===== src/rtl/jedro_1_mem_arb_pkg.sv =====
// Shared types and constants for the jedro_1 instruction/data memory arbiter.
package jedro_1_mem_arb_pkg;

    typedef enum logic [1:0] {
        OWNER_NONE = 2'd0,
        OWNER_IF   = 2'd1,
        OWNER_DM   = 2'd2
    } rd_owner_e;

    localparam int unsigned BYTE_OFS_BITS = 2;

    // Counter width able to hold 0..max_val inclusive.
    function automatic int unsigned cnt_width(input int unsigned max_val);
        return (max_val < 1) ? 1 : $clog2(max_val + 1);
    endfunction

endpackage


===== src/rtl/jedro_1_arb_streak_cnt.sv =====
// Counts consecutive data grants that starved a pending fetch and forces one
// fetch grant once the streak reaches MAX_DATA_STREAK.
module jedro_1_arb_streak_cnt
    import jedro_1_mem_arb_pkg::*;
#(
    parameter int unsigned MAX_DATA_STREAK = 4
) (
    input  logic clk_i,
    input  logic rstn_i,
    input  logic if_req_i,
    input  logic if_gnt_i,
    input  logic dm_gnt_i,
    output logic force_if_o
);

    localparam int unsigned CNT_W = cnt_width(MAX_DATA_STREAK);
    localparam logic [CNT_W-1:0] CNT_MAX = CNT_W'(MAX_DATA_STREAK);

    logic [CNT_W-1:0] streak_d;
    logic [CNT_W-1:0] streak_q;

    // Next streak value: clear whenever fetch is idle or served, saturate at max.
    always_comb begin
        streak_d = streak_q;
        if (!if_req_i || if_gnt_i) begin
            streak_d = {CNT_W{1'b0}};
        end else if (dm_gnt_i && (streak_q != CNT_MAX)) begin
            streak_d = streak_q + {{(CNT_W-1){1'b0}}, 1'b1};
        end else begin
            streak_d = streak_q;
        end
    end

    // Streak register with synchronous active-low reset.
    always_ff @(posedge clk_i) begin
        if (!rstn_i) begin
            streak_q <= {CNT_W{1'b0}};
        end else begin
            streak_q <= streak_d;
        end
    end

    assign force_if_o = (streak_q == CNT_MAX);

endmodule


===== src/rtl/jedro_1_mem_arbiter.sv =====
// Arbitrates one single-port 1-cycle-latency RAM between jedro_1 fetch and data ports.
// Define JEDRO_1_ARB_ANTISTARVE_EN to bound fetch starvation under data contention.
module jedro_1_mem_arbiter
    import jedro_1_mem_arb_pkg::*;
#(
    parameter int unsigned DATA_WIDTH      = 32,
    parameter int unsigned ADDR_WIDTH      = 32,
    parameter int unsigned RAM_ADDR_WIDTH  = 10,
    parameter int unsigned MAX_DATA_STREAK = 4
) (
    input  logic                      clk_i,
    input  logic                      rstn_i,

    input  logic                      if_req_i,
    input  logic [ADDR_WIDTH-1:0]     if_addr_i,
    output logic                      if_gnt_o,
    output logic                      if_rvalid_o,
    output logic [DATA_WIDTH-1:0]     if_rdata_o,

    input  logic                      dm_req_i,
    input  logic                      dm_we_i,
    input  logic [DATA_WIDTH/8-1:0]   dm_be_i,
    input  logic [ADDR_WIDTH-1:0]     dm_addr_i,
    input  logic [DATA_WIDTH-1:0]     dm_wdata_i,
    output logic                      dm_gnt_o,
    output logic                      dm_rvalid_o,
    output logic [DATA_WIDTH-1:0]     dm_rdata_o,

    output logic                      ram_en_o,
    output logic [DATA_WIDTH/8-1:0]   ram_we_o,
    output logic [RAM_ADDR_WIDTH-1:0] ram_addr_o,
    output logic [DATA_WIDTH-1:0]     ram_wdata_o,
    input  logic [DATA_WIDTH-1:0]     ram_rdata_i
);

    localparam int unsigned BE_W = DATA_WIDTH / 8;
    localparam int unsigned WA_HI = RAM_ADDR_WIDTH + BYTE_OFS_BITS - 1;

    if ((DATA_WIDTH % 8) != 0 || MAX_DATA_STREAK < 1) begin : g_bad_param
        $error("jedro_1_mem_arbiter: invalid DATA_WIDTH or MAX_DATA_STREAK");
    end

    logic      force_if_s;
    logic      sel_if_s;
    logic      sel_dm_s;
    rd_owner_e rd_owner_d;
    rd_owner_e rd_owner_q;

`ifdef JEDRO_1_ARB_ANTISTARVE_EN
    jedro_1_arb_streak_cnt #(
        .MAX_DATA_STREAK (MAX_DATA_STREAK)
    ) u_streak_cnt (
        .clk_i      (clk_i),
        .rstn_i     (rstn_i),
        .if_req_i   (if_req_i),
        .if_gnt_i   (sel_if_s),
        .dm_gnt_i   (sel_dm_s),
        .force_if_o (force_if_s)
    );
`else
    assign force_if_s = 1'b0;
`endif

    // Winner selection: data first unless a starved fetch is being forced; nothing in reset.
    always_comb begin
        sel_dm_s = 1'b0;
        sel_if_s = 1'b0;
        if (!rstn_i) begin
            sel_dm_s = 1'b0;
            sel_if_s = 1'b0;
        end else if (dm_req_i && !(if_req_i && force_if_s)) begin
            sel_dm_s = 1'b1;
        end else if (if_req_i) begin
            sel_if_s = 1'b1;
        end else begin
            sel_dm_s = 1'b0;
            sel_if_s = 1'b0;
        end
    end

    // Remember which port owns the read whose data returns next cycle.
    always_comb begin
        rd_owner_d = OWNER_NONE;
        if (sel_if_s) begin
            rd_owner_d = OWNER_IF;
        end else if (sel_dm_s && !dm_we_i) begin
            rd_owner_d = OWNER_DM;
        end else begin
            rd_owner_d = OWNER_NONE;
        end
    end

    // Read-owner register with synchronous active-low reset.
    always_ff @(posedge clk_i) begin
        if (!rstn_i) begin
            rd_owner_q <= OWNER_NONE;
        end else begin
            rd_owner_q <= rd_owner_d;
        end
    end

    assign if_gnt_o    = sel_if_s;
    assign dm_gnt_o    = sel_dm_s;
    assign ram_en_o    = sel_if_s | sel_dm_s;
    assign ram_we_o    = (sel_dm_s && dm_we_i) ? dm_be_i : {BE_W{1'b0}};
    assign ram_addr_o  = sel_dm_s ? dm_addr_i[WA_HI:BYTE_OFS_BITS] : if_addr_i[WA_HI:BYTE_OFS_BITS];
    assign ram_wdata_o = sel_dm_s ? dm_wdata_i : {DATA_WIDTH{1'b0}};

    // Responses are steered to the owner only; reset also masks a response already in flight.
    assign if_rvalid_o = rstn_i && (rd_owner_q == OWNER_IF);
    assign dm_rvalid_o = rstn_i && (rd_owner_q == OWNER_DM);
    assign if_rdata_o  = if_rvalid_o ? ram_rdata_i : {DATA_WIDTH{1'b0}};
    assign dm_rdata_o  = dm_rvalid_o ? ram_rdata_i : {DATA_WIDTH{1'b0}};

    logic unused_addr_bits;
    assign unused_addr_bits = ^{if_addr_i[BYTE_OFS_BITS-1:0], dm_addr_i[BYTE_OFS_BITS-1:0],
                                if_addr_i[ADDR_WIDTH-1:WA_HI+1], dm_addr_i[ADDR_WIDTH-1:WA_HI+1]};

endmodule

===== config.mk =====
export PLATFORM = sky130hd
export DESIGN_NAME = jedro_1_mem_arbiter
export DESIGN_NICKNAME = d
export VERILOG_FILES = /design/src/rtl/jedro_1_mem_arb_pkg.sv /design/src/rtl/jedro_1_arb_streak_cnt.sv /design/src/rtl/jedro_1_mem_arbiter.sv
export SDC_FILE = /design/constraint.sdc
export NUM_CORES = 1
export LEC_CHECK = 0
export CORE_AREA = 4 4 96 98
export CTS_BUF_LIST = sky130_fd_sc_hd__clkbuf_4
export DETAILED_ROUTE_END_ITERATION = 10
export DIE_AREA = 0 0 100 102
export PLACE_DENSITY_LB_ADDON = 0.2
export SLEW_MARGIN = 30
export SYNTH_ARGS = -nofsm -noshare
export SYNTH_HDL_FRONTEND = slang
export SYNTH_SLANG_ARGS = --single-unit

===== constraint.sdc =====
create_clock -name clk_i -period 2.75 [get_ports clk_i]
set_input_delay 0.275 -clock clk_i [delete_from_list [all_inputs] [get_ports clk_i]]
set_output_delay 0.275 -clock clk_i [all_outputs]
set_load 0.005 [all_outputs]

==> results.cfg <==
[run_status]
outcome = completed

[layout]
top_regs = rd_owner_q x2
final_common_cell = clkdlybuf4s50_1
fin_cells = 478
fillers = 912
final_nets = 509
regMostFlops = rd_owner_q
largest_reg_flops = 2
drive_above_1_share_pct = 5.14
area_growth_pct = 234
diodes = 0
final_cell_mix = clkdlybuf4s50_1 (206), nor2_1 (69), and3_1 (36)

[power]
p_total_uw = 434
power_density_mw_per_mm2 = 141
ir_worst_vdd_v = 0.0000683
p_leak_uw = 0.00128

[timing]
grt_setup_unrepaired = false
post-route-period-util_pct = 79.1
tns_ns = 0
whs_ns = 0.599
min_period_ns = 2.18
fmax_mhz = 460
worst_slack_ns = 0.575
hold_violations = 0
slew_violations = 0
setup_viol = 0
worstMarginPinSlew_ns = 0.406
relSlewSlack_pct = 73.0

[global_route]
grt-ovfl-total = 0
antenna_found_initial = 0
gr-usage-all-layers_pct = 10.7
grt_pass1_wl_mm = 8.86
grt_max_degree = 48
grt_pass1_vias = 1713

[min_path]
hold_class = in2reg
worstHoldStart = rstn_i

[logic_synthesis]
synth_area_per_cell_um2 = 5.28
yosys.area.top_type = nor2_1
ys_warn_count = 0
synth_area_leaders = nor2_1 (28%), and3_1 (24%), mux2_4 (15%)
syn_inst = 175
syn_nets = 312
ys_seq_area_share_pct = 4.34
synth_seq_cells = 2
syn_area_um2 = 923
synth_top_area_share_pct = 28.0
synthDistinctLibCells = 13

[job]
cap_viol_max_count = 0

[clocking]
cts_tree = built
clkSinkCount = 2
post_cts_resized = 0
cts_buffers = 3
cts_max_level = 1
clk_pin_slew_ns = 0.03
clockBufferDepth = 2
cts_setup_buffers = 0
hold_buffers = 0
clock-root-buffer = clkbuf_4

[routing]
drt_iter0_markers = 29
drtAntennaViolNets = 0
route.detailed.drc = 0
viasPerCell = 3.90
postRouteWirelength_mm = 6.25
num_vias = 1862
first_pass_iters = 4
wl_per_cell_um = 13.1

[floorplan]
die_y_um = 102
io_pins = 252
dieArea_mm2 = 0.0102
chipWidth_um = 100
coreArea_mm2 = 0.00847
initial_core_util_pct = 10.9
fp-row-count = 34

[worst_setup_path]
end_kind = output port
path_class = in2out
start_kind = input pin
crit_buf_inv = 3
max_stage_delay_ns = 0.51
path_common_cell = clkdlybuf4s50_1
critPathRequiredTime_ns = 2.48
worstPathMaxFanout = 12
cp_data_arrival_time_ns = 1.90
crit_chain = clkdlybuf4s50_1 -> nand2_2 -> inv_1 -> and3_1 -> clkdlybuf4s50_1
cpLargestDelayFamily = buffers and inverters
crit_slowest_cell = clkdlybuf4s50_1
startpoint = dm_req_i

[place]
pre_cts_ws_ns = 0.560
port_buffers = 207
place_inst = 475
gp_congestion = 0.777
hpwl_mm = 5.12
## cell families (layout without fill, tap and decap cells)
group / after synthesis / after routing / synth area share, %
and+or+nand+nor: 142 / 142 / 69.1
buffers and inverters: 21 / 216 / 10.7
muxes: 10 / 10 / 15.9
DFF: 2 / 2 / 4.34
## metrics by stage
step / utilization, % / cell area (um2)
after floorplan: - / 923
after global placement: 36.2 / 3060
after detailed placement: 36.2 / 3060
after CTS: 36.5 / 3090
after global routing: 36.5 / 3090
final: 36.5 / 3090
## synth_stat cells
library cell and count:
nand2b_1 2, nor3b_1 2, inv_1 2, mux2_4 9, nand2_2 1, mux2_2 1, dfxtp_1 2, clkbuf_1 8
and3_1 36, buf_2 10, buf_6 1, nand2_1 32, nor2_1 69
## report_power, final
group / switching [uW] / internal, uW / total, uW
registers: 0.403 / 30.4 / 30.8
logic: 105 / 231 / 336
clock network: 19.0 / 48.4 / 67.3
total: 124 / 310 / 434
## per-layer routing
| layer | share of wire [%] | routed length (um) | vias up | global-route usage (%) |
|---|---|---|---|---|
| li1 | - | - | 943 | - |
| met4 | 0 | 0 | 0 | 1.87 |
| met5 | 0 | 0 | - | 0 |
| met1 | 36 | 2230 | 795 | 11.4 |
| met2 | 50 | 3130 | 124 | 20.1 |
| met3 | 14 | 889 | 0 | 4.37 |
## layout make-up
class / count / area, um2 / area share, %
Timing Repair Buffer: 211 / 2100 / 67.9
Multi-Input combinational cell: 152 / 785 / 25.4
Tap cell: 108 / 135 / 4.38
Sequential cell: 2 / 40.0 / 1.30
Clock buffer: 3 / 22.5 / 0.730
Inverter: 2 / 7.51 / 0.243
## final timing paths
kind	end	slack [ns]	cells past startpoint
max	ram_we_o[1]	0.57	5
min	rd_owner_q[0]	0.60	3
Power figures use the tool's default switching activity.
